$ cat config.mk
export PLATFORM = sky130hd
export DESIGN_NAME = exmem_arbiter
export DESIGN_NICKNAME = d
export VERILOG_FILES = /design/src/rtl/exmem_arbiter.sv
export SDC_FILE = /design/constraint.sdc
export NUM_CORES = 1
export LEC_CHECK = 0
export CORE_ASPECT_RATIO = 1.5
export CORE_MARGIN = 2
export CORE_UTILIZATION = 39
export DETAILED_ROUTE_END_ITERATION = 6
export GPL_ROUTABILITY_DRIVEN = 1
export GPL_TIMING_DRIVEN = 0
export PLACE_DENSITY = 0.79
export SYNTH_ARGS = -nofsm -noshare
export SYNTH_HDL_FRONTEND = slang
export SYNTH_SLANG_ARGS = --single-unit
$ cat constraint.sdc
create_clock -name clk -period 1.7 [get_ports clk]
set_clock_uncertainty 0.15 [all_clocks]
set_input_delay 0.51 -clock clk [delete_from_list [all_inputs] [get_ports clk]]
set_output_delay 0.51 -clock clk [all_outputs]
set_load 0.02 [all_outputs]
$ cat src/rtl/exmem_arbiter.sv
// Two-port arbiter/sequencer in front of the 256x8 exmem: one access per 3 cycles, registered outputs.
// Optional port-1 write protection of [PROT_LO, PROT_HI] is built when EXMEM_ARB_WPROT_EN is defined.
module exmem_arbiter #(
  parameter int unsigned WIDTH     = 8,
  parameter int unsigned ADDR_BITS = 8,
  parameter bit          FIXED_PRI = 1'b0
`ifdef EXMEM_ARB_WPROT_EN
  ,
  parameter logic [ADDR_BITS-1:0] PROT_LO = 8'h00,
  parameter logic [ADDR_BITS-1:0] PROT_HI = 8'h3F
`endif
) (
  input  logic                 clk,
  input  logic                 reset,
  input  logic                 p0_req,
  input  logic                 p0_we,
  input  logic [ADDR_BITS-1:0] p0_adr,
  input  logic [WIDTH-1:0]     p0_wdata,
  output logic                 p0_ack,
  output logic [WIDTH-1:0]     p0_rdata,
  input  logic                 p1_req,
  input  logic                 p1_we,
  input  logic [ADDR_BITS-1:0] p1_adr,
  input  logic [WIDTH-1:0]     p1_wdata,
  output logic                 p1_ack,
  output logic [WIDTH-1:0]     p1_rdata,
  output logic                 p1_err,
  output logic                 mem_en,
  output logic                 mem_memwrite,
  output logic [ADDR_BITS-1:0] mem_adr,
  output logic [WIDTH-1:0]     mem_wdata,
  input  logic [WIDTH-1:0]     mem_rdata
);

  typedef enum logic [1:0] {S_IDLE, S_ACCESS, S_DONE} state_t;

  state_t                r_state, w_state_nxt;
  logic                  r_win, r_rr_pri;
  logic                  r_mem_en, r_mem_we;
  logic [ADDR_BITS-1:0]  r_mem_adr;
  logic [WIDTH-1:0]      r_mem_wdata;
  logic                  r_p0_ack, r_p1_ack;
  logic [WIDTH-1:0]      r_p0_rdata, r_p1_rdata;
  logic                  w_win, w_sel_we, w_blocked;
  logic [ADDR_BITS-1:0]  w_sel_adr;
  logic [WIDTH-1:0]      w_sel_wdata;

`ifdef EXMEM_ARB_WPROT_EN
  localparam logic [ADDR_BITS-1:0] PROT_SPAN = PROT_HI - PROT_LO;
  logic                 r_blk, r_p1_err;
  logic [ADDR_BITS-1:0] w_prot_off;
  // Offset-from-base compare avoids an always-true "adr >= 0" when PROT_LO is 0
  assign w_prot_off = p1_adr - PROT_LO;
  assign p1_err     = r_p1_err;
`else
  assign p1_err = 1'b0;
`endif

  always_comb begin
    w_state_nxt = S_IDLE;
    case (r_state)
      S_IDLE:   w_state_nxt = (p0_req || p1_req) ? S_ACCESS : S_IDLE;
      S_ACCESS: w_state_nxt = S_DONE;
      S_DONE:   w_state_nxt = S_IDLE;
      default:  w_state_nxt = S_IDLE;
    endcase
  end

  // Winner selection; r_rr_pri names the port favoured on the next tie
  always_comb begin
    if (p0_req && p1_req) w_win = FIXED_PRI ? 1'b0 : r_rr_pri;
    else                  w_win = p1_req;
    w_sel_we    = w_win ? p1_we    : p0_we;
    w_sel_adr   = w_win ? p1_adr   : p0_adr;
    w_sel_wdata = w_win ? p1_wdata : p0_wdata;
    w_blocked   = 1'b0;
`ifdef EXMEM_ARB_WPROT_EN
    w_blocked   = w_win && p1_we && (w_prot_off <= PROT_SPAN);
`endif
  end

  always_ff @(posedge clk) begin
    if (!reset) begin
      r_state     <= S_IDLE;
      r_win       <= 1'b0;
      r_rr_pri    <= 1'b0;
      r_mem_en    <= 1'b0;
      r_mem_we    <= 1'b0;
      r_mem_adr   <= '0;
      r_mem_wdata <= '0;
      r_p0_ack    <= 1'b0;
      r_p1_ack    <= 1'b0;
      r_p0_rdata  <= '0;
      r_p1_rdata  <= '0;
`ifdef EXMEM_ARB_WPROT_EN
      r_blk       <= 1'b0;
      r_p1_err    <= 1'b0;
`endif
    end else begin
      r_state <= w_state_nxt;
      case (r_state)
        S_IDLE: begin
          r_p0_ack <= 1'b0;
          r_p1_ack <= 1'b0;
`ifdef EXMEM_ARB_WPROT_EN
          r_p1_err <= 1'b0;
          r_blk    <= w_blocked;
`endif
          r_mem_en <= p0_req || p1_req;
          if (p0_req || p1_req) begin
            r_mem_we    <= w_sel_we && !w_blocked;
            r_mem_adr   <= w_sel_adr;
            r_mem_wdata <= w_sel_wdata;
            r_win       <= w_win;
            r_rr_pri    <= !w_win;
          end
        end
        S_ACCESS: begin
          r_mem_en <= 1'b0;
          r_mem_we <= 1'b0;
          if (r_win) begin
            r_p1_ack   <= 1'b1;
            r_p1_rdata <= mem_rdata;
`ifdef EXMEM_ARB_WPROT_EN
            r_p1_err   <= r_blk;
`endif
          end else begin
            r_p0_ack   <= 1'b1;
            r_p0_rdata <= mem_rdata;
          end
        end
        default: begin
          r_p0_ack <= 1'b0;
          r_p1_ack <= 1'b0;
`ifdef EXMEM_ARB_WPROT_EN
          r_p1_err <= 1'b0;
`endif
        end
      endcase
    end
  end

  assign p0_ack       = r_p0_ack;
  assign p0_rdata     = r_p0_rdata;
  assign p1_ack       = r_p1_ack;
  assign p1_rdata     = r_p1_rdata;
  assign mem_en       = r_mem_en;
  assign mem_memwrite = r_mem_we;
  assign mem_adr      = r_mem_adr;
  assign mem_wdata    = r_mem_wdata;

endmodule
==> flow_summary.toml <==
[power]
irDropWorstVdd_mv = 0.7126
p_per_area_mw_per_mm2 = 885.7
p_leak_nw = 1.110

[cells_and_area]
stdcell_area_mm2 = 0.002601
synthToLayoutAreaGrowth_pct = 58.58
final_layout_size_suffix_gt1_share_pct = 9.253
fin_util_pct = 65.13
antennaDiodeCount = 0
fillCellCount = 349
fin_nets = 326

[sta]
fin_ws_ns = 0.03815
rsz0062_at_grt = "false"
post-route-min-period_ns = 1.662
finalCritPeriodShare_pct = 97.76
drv_slew = 0
setup_viol = 0
whs_ns = 0.3014
setup_tns_ns = 0
finalHoldViolations = 0
max_freq_mhz = 601.7

[logic_synthesis]
yosysUniqueCellTypes = 27
ys_seq_area_share_pct = 48.82
ys_warn_count = 0
avgSynthCellArea_um2 = 8.499
ys_ff_latch = 40
synthesis.area_mm2 = 0.001640
synthCells = 193
synth_nets = 239
synth_edf_count = 0
async_reset_ff_share_pct = 0
synthFlopType = "dfxtp_1"

[place]
hpwl_mm = 3.405
place_area_mm2 = 0.002507
gp_congestion = 0.7527
post-place-ws_ns = -0.6687
io_buffers = 81

[floorplanning]
ioPinCount = 83
die_h_um = 83.43
rows = 28
chipWidth_um = 56.95
core_mm2 = 0.003994
die-area_mm2 = 0.004751
start_util_pct = 41.07

[clock_tree]
clock-root-buffer = "clkbuf_8"
cts_hold_buffers = 0
clkTransAtPathRegs_ns = 0.08
cts_made_buffers = 5
clkSinkCount = 40
cts_max_path_buffers = 2
cts_tree = "yes"
htree_levels = 2
worstSkewPairLatency_ns = 0.28

[critical_path]
critPathMaxFanout = 9
worst_ep_required_time_ns = 1.72
crit_type = "reg -> reg"
crit_arrival_ns = 1.68
startpoint_type = "flip-flop"
crit_path_end_kind = "flip-flop"

[drt]
drt_pre_antenna_iters = 4
drcViolationCount = 0
avgRoutedWirePerCell_um = 14.21
wirelength_mm = 4.634
postRouteAntennaNets = 0
vias_per_cell = 5.248
drtIter0Drc = 36
vias = 1711

[grt]
first_global_vias = 1670
antenna_found_initial = 0
grt_pass1_wl_mm = 7.624
gr-usage-all-layers_pct = 19.75
grt_overflow = 0
grt_max_degree = 13

[hold_path]
hold_path.class = "reg -> reg"

[job]
cap_violations = 0

[run_status]
status = "complete, no violations"
final timing paths:
check / start / to / slack (ns) / cells after the start
setup reg to reg: r_state[1]$_SDFF_PN0_ / mem_memwrite$_SDFFE_PN0P_ / 0.04 / 5
hold reg to reg: p1_rdata[2]$_SDFFE_PN0P_ / p1_rdata[2]$_SDFFE_PN0P_ / 0.30 / 2
hold / removal: p1_rdata[2]$_SDFFE_PN0P_ / p1_rdata[2]$_SDFFE_PN0P_ / 0.30 / 2
setup / recovery: r_state[1]$_SDFF_PN0_ / mem_memwrite$_SDFFE_PN0P_ / 0.04 / 5
routing by layer:
layer	routed length, um	share of wire (%)	track usage (%)
met1	1872	40	22.24
met2	2380	51	34.48
met3	331	7.1	5.763
met4	48	1.0	6.977
met5	0	0	0
cells in the mapped netlist, drive strengths merged (2+ instances only):
cell | number | share of area, %
buf | 9 | 3.7
clkbuf | 8 | 1.8
mux2i | 8 | 4.9
nand3 | 40 | 12
nand2b | 4 | 1.5
o21ai | 16 | 4.9
a31oi | 16 | 6.1
a21oi | 12 | 3.7
or2 | 2 | 0.92
nand2 | 12 | 2.7
dfxtp | 40 | 49
inv | 3 | 0.69
nor3b | 3 | 2.0
nor2 | 13 | 3.0
area by class of cell:
cell class | instances | area (um2) | area share [%]
clock buffer | 6 | 72.57 | 2.790
buffer | 14 | 85.08 | 3.271
multi-input combinational | 133 | 762.0 | 29.29
tap | 45 | 56.30 | 2.165
sequential | 40 | 800.8 | 30.78
clock inverter | 2 | 35.03 | 1.347
timing repair buffer | 83 | 778.2 | 29.92
inverter | 3 | 11.26 | 0.4329
cells in the final DEF (no fill, tap or decap):
cell type        netlist  layout
clkdlybuf4s50_1        0      43
nand3_1               40      40
dfxtp_1               40      40
dlygate4sd2_1          0      38
o21ai_0               16      16
a31oi_1               16      16
nor2_1                13      12
a21oi_1               12      12
nand2_1               12      11
mux2i_1                8       8
buf_4                  2       5
clkbuf_8               0       5
clkbuf_1               8       4
clkbuf_2               0       3
nand2b_1               4       3
buf_6                  2       2
buf_2                  4       2
nor3b_4                0       2
inv_1                  2       2
inv_2                  1       1
nor3b_1                1       1
buf_1                  1       1
and2b_1                1       1
nand3b_1               1       1
or2_1                  1       1
nor2_4                 0       1
or2_4                  1       1
nand2b_2               0       1
nand2_2                0       1
and3_1                 1       1
a21boi_0               1       1
o21bai_1               1       1
o311a_1                1       1
conb_1                 1       1
clkinv_2               0       1
bufinv_16              0       1
what timing repair did:
action	CTS	global route
pin swaps	1	0
gates resized for setup	48	0
endpoints found under the setup margin	56	2
setup buffers	2	0
logic make-up after synthesis:
| kind of cell | synth area share (%) |
|---|---|
| and+or+nand+nor | 23.65 |
| DFF | 48.82 |
| other | 0.2286 |
| muxes | 4.882 |
| buffers and inverters | 6.254 |
| AOI/OAI and AO/OA | 16.17 |
metrics by stage:
step           total power, mW  std cells
2_1_floorplan            1.327        193
3_3_place_gp             1.596        319
3_5_place_dp             1.602        319
4_1_cts                  2.327        328
5_1_grt                  2.411        326
6_report                 2.304        326
worst max-delay path: stages (launching register included):
cell     delay, ns
dfxtp_1       0.31
buf_6         0.13
or2_1         0.23
buf_6         0.14
or2_4         0.25
o311a_1       0.34
where the power goes:
group / total, mW / switching (mW) / internal [mW]
logic: 0.518 / 0.269 / 0.250
clock network: 0.751 / 0.316 / 0.436
registers: 1.03 / 0.0334 / 1.00
total: 2.30 / 0.618 / 1.69
registers in the layout, indices dropped and copies added (netlist names), 2 cells and up:
register / count
p1_rdata: 8
mem_wdata: 8
p0_rdata: 8
mem_adr: 8
r_state: 2
Power figures use the tool's default switching activity.
